===== config.mk =====
export PLATFORM = sky130hd
export DESIGN_NAME = icache_prefetch
export DESIGN_NICKNAME = d
export VERILOG_FILES = /design/src/rtl/cpu_types_pkg.sv /design/src/rtl/icache_frames.sv /design/src/rtl/icache_prefetch.sv
export SDC_FILE = /design/constraint.sdc
export NUM_CORES = 2
export LEC_CHECK = 0
export CAP_MARGIN = 20
export CORE_ASPECT_RATIO = 0.9
export CORE_MARGIN = 4
export CORE_UTILIZATION = 40
export CTS_CLUSTER_DIAMETER = 200
export DETAILED_ROUTE_END_ITERATION = 16
export PLACE_DENSITY = 0.54
export SLEW_MARGIN = 15
export SYNTH_ARGS = -nofsm -noshare
export SYNTH_HDL_FRONTEND = slang
export SYNTH_HIERARCHICAL = 1
export SYNTH_SLANG_ARGS = --single-unit

===== constraint.sdc =====
create_clock -name CLK -period 18.3 [get_ports CLK]
set_clock_uncertainty 0.15 [all_clocks]
set_input_delay 2.745 -clock CLK [delete_from_list [all_inputs] [get_ports CLK]]
set_output_delay 2.745 -clock CLK [all_outputs]
set_load 0.02 [all_outputs]

===== src/rtl/cpu_types_pkg.sv =====
// Shared CPU types: machine word, instruction-cache frame layout, cache FSM
// state encodings and the default cache geometry.
package cpu_types_pkg;

  typedef logic [31:0] word_t;

  localparam int unsigned ICACHE_SETS = 16;

  // Tag field is sized for the smallest useful cache; narrower tags are zero-extended.
  typedef struct packed {
    logic        valid;
    logic [29:0] tag;
    word_t       data;
  } icache_frame_t;

  typedef logic [1:0] icache_state_t;
  localparam icache_state_t ICACHE_IDLE     = 2'd0;
  localparam icache_state_t ICACHE_FETCH    = 2'd1;
  localparam icache_state_t ICACHE_PREFETCH = 2'd2;

endpackage


===== src/rtl/icache_frames.sv =====
// Direct-mapped frame store: two combinational read ports, one synchronous
// write port, valid bits cleared by synchronous reset (tags/data are not).
module icache_frames
  import cpu_types_pkg::*;
#(
  parameter  int unsigned SETS = ICACHE_SETS,
  localparam int unsigned IW   = $clog2(SETS)
) (
  input  logic          clk,
  input  logic          rst,
  input  logic [IW-1:0] rd_index,
  output icache_frame_t rd_frame,
  input  logic [IW-1:0] pf_index,
  output icache_frame_t pf_frame,
  input  logic          wr_en,
  input  logic [IW-1:0] wr_index,
  input  logic [29:0]   wr_tag,
  input  word_t         wr_data
);

  logic [SETS-1:0] valid;
  logic [29:0]     tags [SETS];
  word_t           data [SETS];

  always_ff @(posedge clk) begin
    if (rst) begin
      valid <= '0;
    end else if (wr_en) begin
      valid[wr_index] <= 1'b1;
    end
  end

  always_ff @(posedge clk) begin
    if (wr_en) begin
      tags[wr_index] <= wr_tag;
      data[wr_index] <= wr_data;
    end
  end

  always_comb begin
    rd_frame = '{valid: valid[rd_index], tag: tags[rd_index], data: data[rd_index]};
    pf_frame = '{valid: valid[pf_index], tag: tags[pf_index], data: data[pf_index]};
  end

endmodule


===== src/rtl/icache_prefetch.sv =====
// Direct-mapped read-only instruction cache with optional next-line prefetch,
// serving hits combinationally and filling misses over the iREN/iwait handshake.
module icache_prefetch
  import cpu_types_pkg::*;
#(
  parameter int unsigned SETS        = ICACHE_SETS,
  parameter bit          PREFETCH_EN = 1'b1
) (
  input  logic        CLK,
  input  logic        nRST,
  input  logic        imemREN,
  input  logic [31:0] imemaddr,
  output logic        ihit,
  output logic [31:0] imemload,
  output logic        iREN,
  output logic [31:0] iaddr,
  input  logic        iwait,
  input  logic [31:0] iload,
  output logic [31:0] hit_count,
  output logic [31:0] miss_count
);

  localparam int unsigned IW = $clog2(SETS);

  function automatic logic [29:0] tag_of(input word_t a);
    return 30'(a[31:IW+2]);
  endfunction

  function automatic logic [IW-1:0] index_of(input word_t a);
    return a[IW+1:2];
  endfunction

  icache_state_t state, state_n;
  word_t         miss_addr, miss_addr_n;
  word_t         pf_addr, pf_addr_n;
  word_t         fill_addr, next_pf;
  icache_frame_t rd_frame, pf_frame;
  logic          busy, done, lookup_hit, fwd, pf_ok, miss_req, miss_inc;
  logic          unused_bits;

  assign unused_bits = ^{imemaddr[1:0], pf_frame.data};

  icache_frames #(.SETS(SETS)) u_frames (
    .clk      (CLK),
    .rst      (nRST),
    .rd_index (index_of(imemaddr)),
    .rd_frame (rd_frame),
    .pf_index (index_of(next_pf)),
    .pf_frame (pf_frame),
    .wr_en    (done),
    .wr_index (index_of(fill_addr)),
    .wr_tag   (tag_of(fill_addr)),
    .wr_data  (iload)
  );

  always_comb begin
    busy       = (state == ICACHE_FETCH) || (state == ICACHE_PREFETCH);
    fill_addr  = (state == ICACHE_PREFETCH) ? pf_addr : miss_addr;
    next_pf    = miss_addr + 32'd4;
    iREN       = busy;
    iaddr      = busy ? fill_addr : '0;
    done       = busy && !iwait;
    // Lookup reads the pre-write array; only the forward path can hit a frame being filled.
    lookup_hit = imemREN && rd_frame.valid && (rd_frame.tag == tag_of(imemaddr));
    fwd        = done && imemREN && (imemaddr[31:2] == fill_addr[31:2]);
    ihit       = lookup_hit || fwd;
    imemload   = fwd ? iload : (lookup_hit ? rd_frame.data : '0);
    miss_req   = imemREN && !ihit;
    pf_ok      = PREFETCH_EN && (miss_addr != 32'hFFFF_FFFC) &&
                 !(pf_frame.valid && (pf_frame.tag == tag_of(next_pf)));
  end

  always_comb begin
    state_n     = state;
    miss_addr_n = miss_addr;
    pf_addr_n   = pf_addr;
    miss_inc    = 1'b0;
    case (state)
      ICACHE_IDLE: begin
        if (miss_req) begin
          state_n     = ICACHE_FETCH;
          miss_addr_n = {imemaddr[31:2], 2'b00};
          miss_inc    = 1'b1;
        end
      end
      ICACHE_FETCH: begin
        if (done) begin
          if (pf_ok) begin
            state_n   = ICACHE_PREFETCH;
            pf_addr_n = next_pf;
          end else begin
            state_n = ICACHE_IDLE;
          end
        end
      end
      ICACHE_PREFETCH: begin
        // Misses wait for the prefetch to land; the request is never withdrawn.
        if (done) begin
          if (miss_req) begin
            state_n     = ICACHE_FETCH;
            miss_addr_n = {imemaddr[31:2], 2'b00};
            miss_inc    = 1'b1;
          end else begin
            state_n = ICACHE_IDLE;
          end
        end
      end
      default: state_n = ICACHE_IDLE;
    endcase
  end

  always_ff @(posedge CLK) begin
    if (nRST) begin
      state      <= ICACHE_IDLE;
      miss_addr  <= '0;
      pf_addr    <= '0;
      hit_count  <= '0;
      miss_count <= '0;
    end else begin
      state     <= state_n;
      miss_addr <= miss_addr_n;
      pf_addr   <= pf_addr_n;
      if (ihit && (hit_count != '1)) begin
        hit_count <= hit_count + 32'd1;
      end
      if (miss_inc && (miss_count != '1)) begin
        miss_count <= miss_count + 32'd1;
      end
    end
  end

endmodule


Yosys cells after proc, flatten, opt, wreduce, memory -nomap -nowiden
Memory sizes are Yosys's and may differ from the RTL's.
Index checks and enable logic that the tools add are counted.
Operators by class
  reduce and logical (&&, ||, !) cells: 21
  mux-type cells: 24
  add/sub/neg operators: 3
  magnitude comparators: 4
  equality and inequality tests: 11
  bitwise operators: 1
Operators by type and width (count)
  $mux W32: 6
  $ne A32 B32 Y1 const B: 3
  $add A32 B1 Y32 const B: 2
  $pmux W32 S2: 1
  $eq A30 B26 Y1: 2
  $add A32 B3 Y32 const B: 1
  $eq A30 B30 Y1: 1
  $or A16 B16 Y16: 1
  $lt A4 B5 Y1 const B: 3
  $logic_and A1 B1 Y1: 11
  $bmux W1 S4: 2
  $mux W1: 8
  $mux W2: 4
  $ne A2 B2 Y1 const B: 3
  $pmux W2 S3: 1
  $reduce_and A3 Y1: 2
  $demux W1 S4: 1
  $ge A4 B1 Y1 const B: 1
  $logic_not A1 Y1: 3
  $eq A2 B1 Y1 const B: 1
  $eq A2 B2 Y1 const B: 1
  $logic_not A2 Y1: 1
  $logic_or A1 B1 Y1: 2
  $pmux W1 S2: 1
  2 further kinds: 2
Storage, ports and cells
  bits of input ports: 68
  memories: 2
  word-level logic and storage cells: 72
  bits in writable memories: 928
  register bits after elaboration: 146
Memory list
  u_frames.data: words 16, bits a word 32, read ports 1, clocked after memory_dff 0, wr ports 1, RTL line icache_frames.sv:23  | word_t data [SETS];
  u_frames.tags: words 16, bits a word 26, read ports 2, clocked after memory_dff 0, wr ports 1, RTL line icache_frames.sv:22  | logic [29:0] tags [SETS];

Depth between registers and ports, before layout
  depth in word-level cells: 12
  depth in mapped cells: 18
  gate-level depth less buffers: 14

Modules after synthesis
The synthesis kept the hierarchy.
Modules (own cells, without submodules)
  icache_frames: times used 1, seq. area each 30108.9 um^2, cells an instance 2130, area an instance 45123.3 um^2
  icache_prefetch: times used 1, seq. area each 2522.4 um^2, cells an instance 1115, area an instance 8588.2 um^2

Least setup slack after synthesis
OpenSTA, ideal clock, no wires.
  kind: input-to-output
  start point: input imemaddr[2]
  end point: output imemload[22]
  data required time: 15.405 ns
  path slack: 9.128 ns
  data arrival time: 6.277 ns
  buffers on the path: 4
  stages on the path: 13
  path through: buf_2 buf_6 buf_6 mux4_2 a22oi_1 nand2_1 nor4_1 nand3_1 or4_1 nor3_1 clkbuf_1 nand2_1 o21ai_0
Between the ends
  cells in the longest elaborated chain, start to end: 6
  elaborated cells between the ends (all ways): 11
RTL lines
  from (decl): RTL line icache_prefetch.sv:12  | input logic [31:0] imemaddr,
  parallel branches: the longest is 5 deep, another holds $mem_v2 Z16 W26
  $mux W32 *: RTL line icache_prefetch.sv:67  | imemload = fwd ? iload : (lookup_hit ? rd_frame.data : '0);
  to (decl): RTL line icache_prefetch.sv:14  | output logic [31:0] imemload,
Every way passes the cells marked *. The select of a mux whose other input is x is not followed.

==> results.py <==
metrics = {
    "cells_and_area": {
        "area_growth_syn_to_layout_pct": 15.1,
        "diodes": 0,
        "drive_gt1_share_pct": 20.2,
        "area.sequential_mm2": 0.0326,
        "multi_input_area_mm2": 0.0165,
        "fill_cells": 10600,
        "layout.nets": 3295,
    },
    "clock_network": {
        "htreeDepth": 3,
        "cts_root_buf": "clkbuf_16",
        "clkSlewWorstSetupHoldPaths_ps": 60,
        "cts_tree": "built",
        "clk_latency_ps": 750,
        "cts_buffer_depth": 3,
        "cts_sinks": 1134,
        "cts_made_buffers": 117,
        "cts_setup_buffers": 0,
        "cts_resized": 0,
        "ctsHoldBuffers": 0,
    },
    "critical_path": {
        "cp_top_family": "buffers and inverters",
        "slowest_delay_ps": 840,
        "crit_slowest_cell": "buf_4",
        "path_cells": "buf_8 > buf_4 > buf_4 > mux4_2 > a22oi_1 > nand2_1 > xor2_1 > nor4_1 > nand2_1 > nor3_2 > buf_4 > nand2_1 > o21ai_0 > clkdlybuf4s50_1",
        "worstPathArrival_ps": 8380,
        "worstSetupPathType": "in2out",
        "cp_max_fo": 44,
        "critPathLaunch": "imemaddr[2]",
        "critPathLaunchType": "input port",
        "crit_required_ps": 15410,
        "endpoint_kind": "output port",
        "reg2reg_from": "state[0]$_SDFFE_PP0P_",
        "path_buf_inv": 5,
    },
    "timing": {
        "hold_viol_final": 0,
        "finalSetupViolCount": 0,
        "slew-limit-headroom_pct": 19.1,
        "setup_tns_ps": 0,
        "max_freq_ghz": 0.0887,
        "whs_ps": 351,
        "fin_crit_sh_pct": 61.6,
        "tightest_slew_ps": 1210,
        "post-route-min-period_ps": 11270,
        "rsz0062_at_grt": "no",
        "drv_slew": 0,
    },
    "detailed_routing": {
        "ant_nets": 0,
        "wl_um": 145000,
        "drt_iter0_drc": 2873,
        "wire_per_inst_um": 29.3,
        "post_drt_via_cell_ratio": 5.92,
        "post-route-drc-count": 0,
        "vias": 29200,
        "first_pass_iters": 5,
    },
    "pwr": {
        "ir_drop_uv": 103,
        "p_int_uw": 4420,
        "p_per_area_mw_per_mm2": 102,
        "leakagePower_uw": 0.0184,
        "switching_share_pct": 24.6,
        "seqPwrFrac_pct": 49.4,
        "clkPwrFrac_pct": 39.6,
        "comb_power_share_pct": 11.0,
        "p_sw_uw": 1440,
    },
    "logic_synthesis": {
        "syn_area_mm2": 0.0501,
        "syn_inst": 2993,
        "syn_area_per_cell_um2": 16.7,
        "yosys_warnings": 6,
    },
    "global_routing": {
        "grt_pass1_wl_um": 211000,
        "grt_overflow_total": 0,
        "gr-usage-all-layers_pct": 21.9,
        "grt_pass1_vias": 30100,
        "grt_start_max_net_pins": 102,
        "antenna_found_initial": 1,
    },
    "floorplan": {
        "initial_core_util_pct": 40.5,
        "coreArea_mm2": 0.124,
        "die_x_um": 381,
        "die-area_mm2": 0.131,
        "die_h_um": 344,
        "rows": 122,
        "pin_count": 198,
    },
    "hold_path": {
        "worstHoldStart": "u_frames/valid[10]$_SDFFE_PP0P_",
        "hold_path.class": "reg2reg",
    },
    "placement": {
        "gp_congestion": 0.862,
        "dp_hpwl_um": 83600,
        "io_buffers": 193,
    },
    "flow_run": {
        "cap_violations": 0,
    },
    "status": {
        "status": "finished, final reports clean",
    },
}
## worst reg2reg max path, stage by stage, from the launching register on
cell     delay, ps
dfxtp_1        340
inv_1          100
ha_2           160
buf_4          550
mux2i_1        850
xnor2_1        280
nor4_1         580
nand4_1        450
nor2_4         600
buf_4          680
o21ai_2        450
or4_1          620
or3_1          390
a21oi_1        140
## flip-flops by register name, indices dropped and copies added (netlist names)
signal,count
miss_count,32
u_frames/data,512
state,2
pf_addr,30
u_frames/tags,480
u_frames/valid,16
hit_count,32
miss_addr,30
## area by class of cell
type | instances | area share (%)
Clock buffer | 143 | 5.40
Clock inverter | 75 | 1.11
Inverter | 62 | 0.417
Multi-Input combinational cell | 1645 | 28.7
Sequential cell | 1134 | 56.6
Tap cell | 1612 | 3.50
Timing Repair Buffer | 260 | 4.28
## metrics by stage
| step | cell area (um2) | worst slack [ps] | utilization (%) | cells | power [uW] |
|---|---|---|---|---|---|
| 4_1_cts | 57600 | 6800 | 46.6 | 4930 | 5920 |
| 3_3_place_gp | 53800 | 6890 | 43.5 | 4711 | 3580 |
| 2_1_floorplan | 50300 | 9130 | - | 3058 | 3360 |
| 5_1_grt | 57600 | 6450 | 46.6 | 4931 | 6070 |
| 3_5_place_dp | 53900 | 6820 | 43.6 | 4712 | 3590 |
| 6_report | 57600 | 7030 | 46.6 | 4931 | 5860 |
## routing by layer
metal | part of all wire, % | global-route usage [%] | up-vias
met5 | 0.0090 | 0 | -
met4 | 2.0 | 4.52 | 2
met3 | 6.7 | 4.05 | 198
met2 | 47 | 35.2 | 1093
met1 | 44 | 31.6 | 15500
li1 | - | - | 12400
## cells in the final DEF (no fill, tap or decap), drive strengths merged, types with 32 or more instances in the layout
master         count
mux4             376
o21ai             43
clkdlybuf4s50    190
buf               69
a21oi             62
xor2              46
nand2            199
xnor2            112
nor4              32
clkinv            64
edfxtp           992
dfxtp            142
inv               61
mux2i             64
nor2             151
nor3              46
nand3             41
conb              66
nor2b             40
clkbuf           144
a22oi            189
## worst paths after layout
check	to	slack (ps)	cells past startpoint
worst min register to register	u_frames/valid[10]$_SDFFE_PP0P_	350	2
worst max-delay path	imemload[0]	7030	14
worst min-delay path	u_frames/valid[10]$_SDFFE_PP0P_	350	2
worst max register to register	hit_count[21]$_SDFFE_PP0P_	11870	13
## power groups by stage
stage / logic [uW] / registers, uW / clock network, uW
after floorplan: 429 / 2930 / 0
after global placement: 635 / 2940 / 0
after detailed placement: 646 / 2950 / 0
after CTS: 648 / 2890 / 2380
after global routing: 686 / 2900 / 2490
final: 645 / 2890 / 2320
Power figures use the tool's default switching activity.
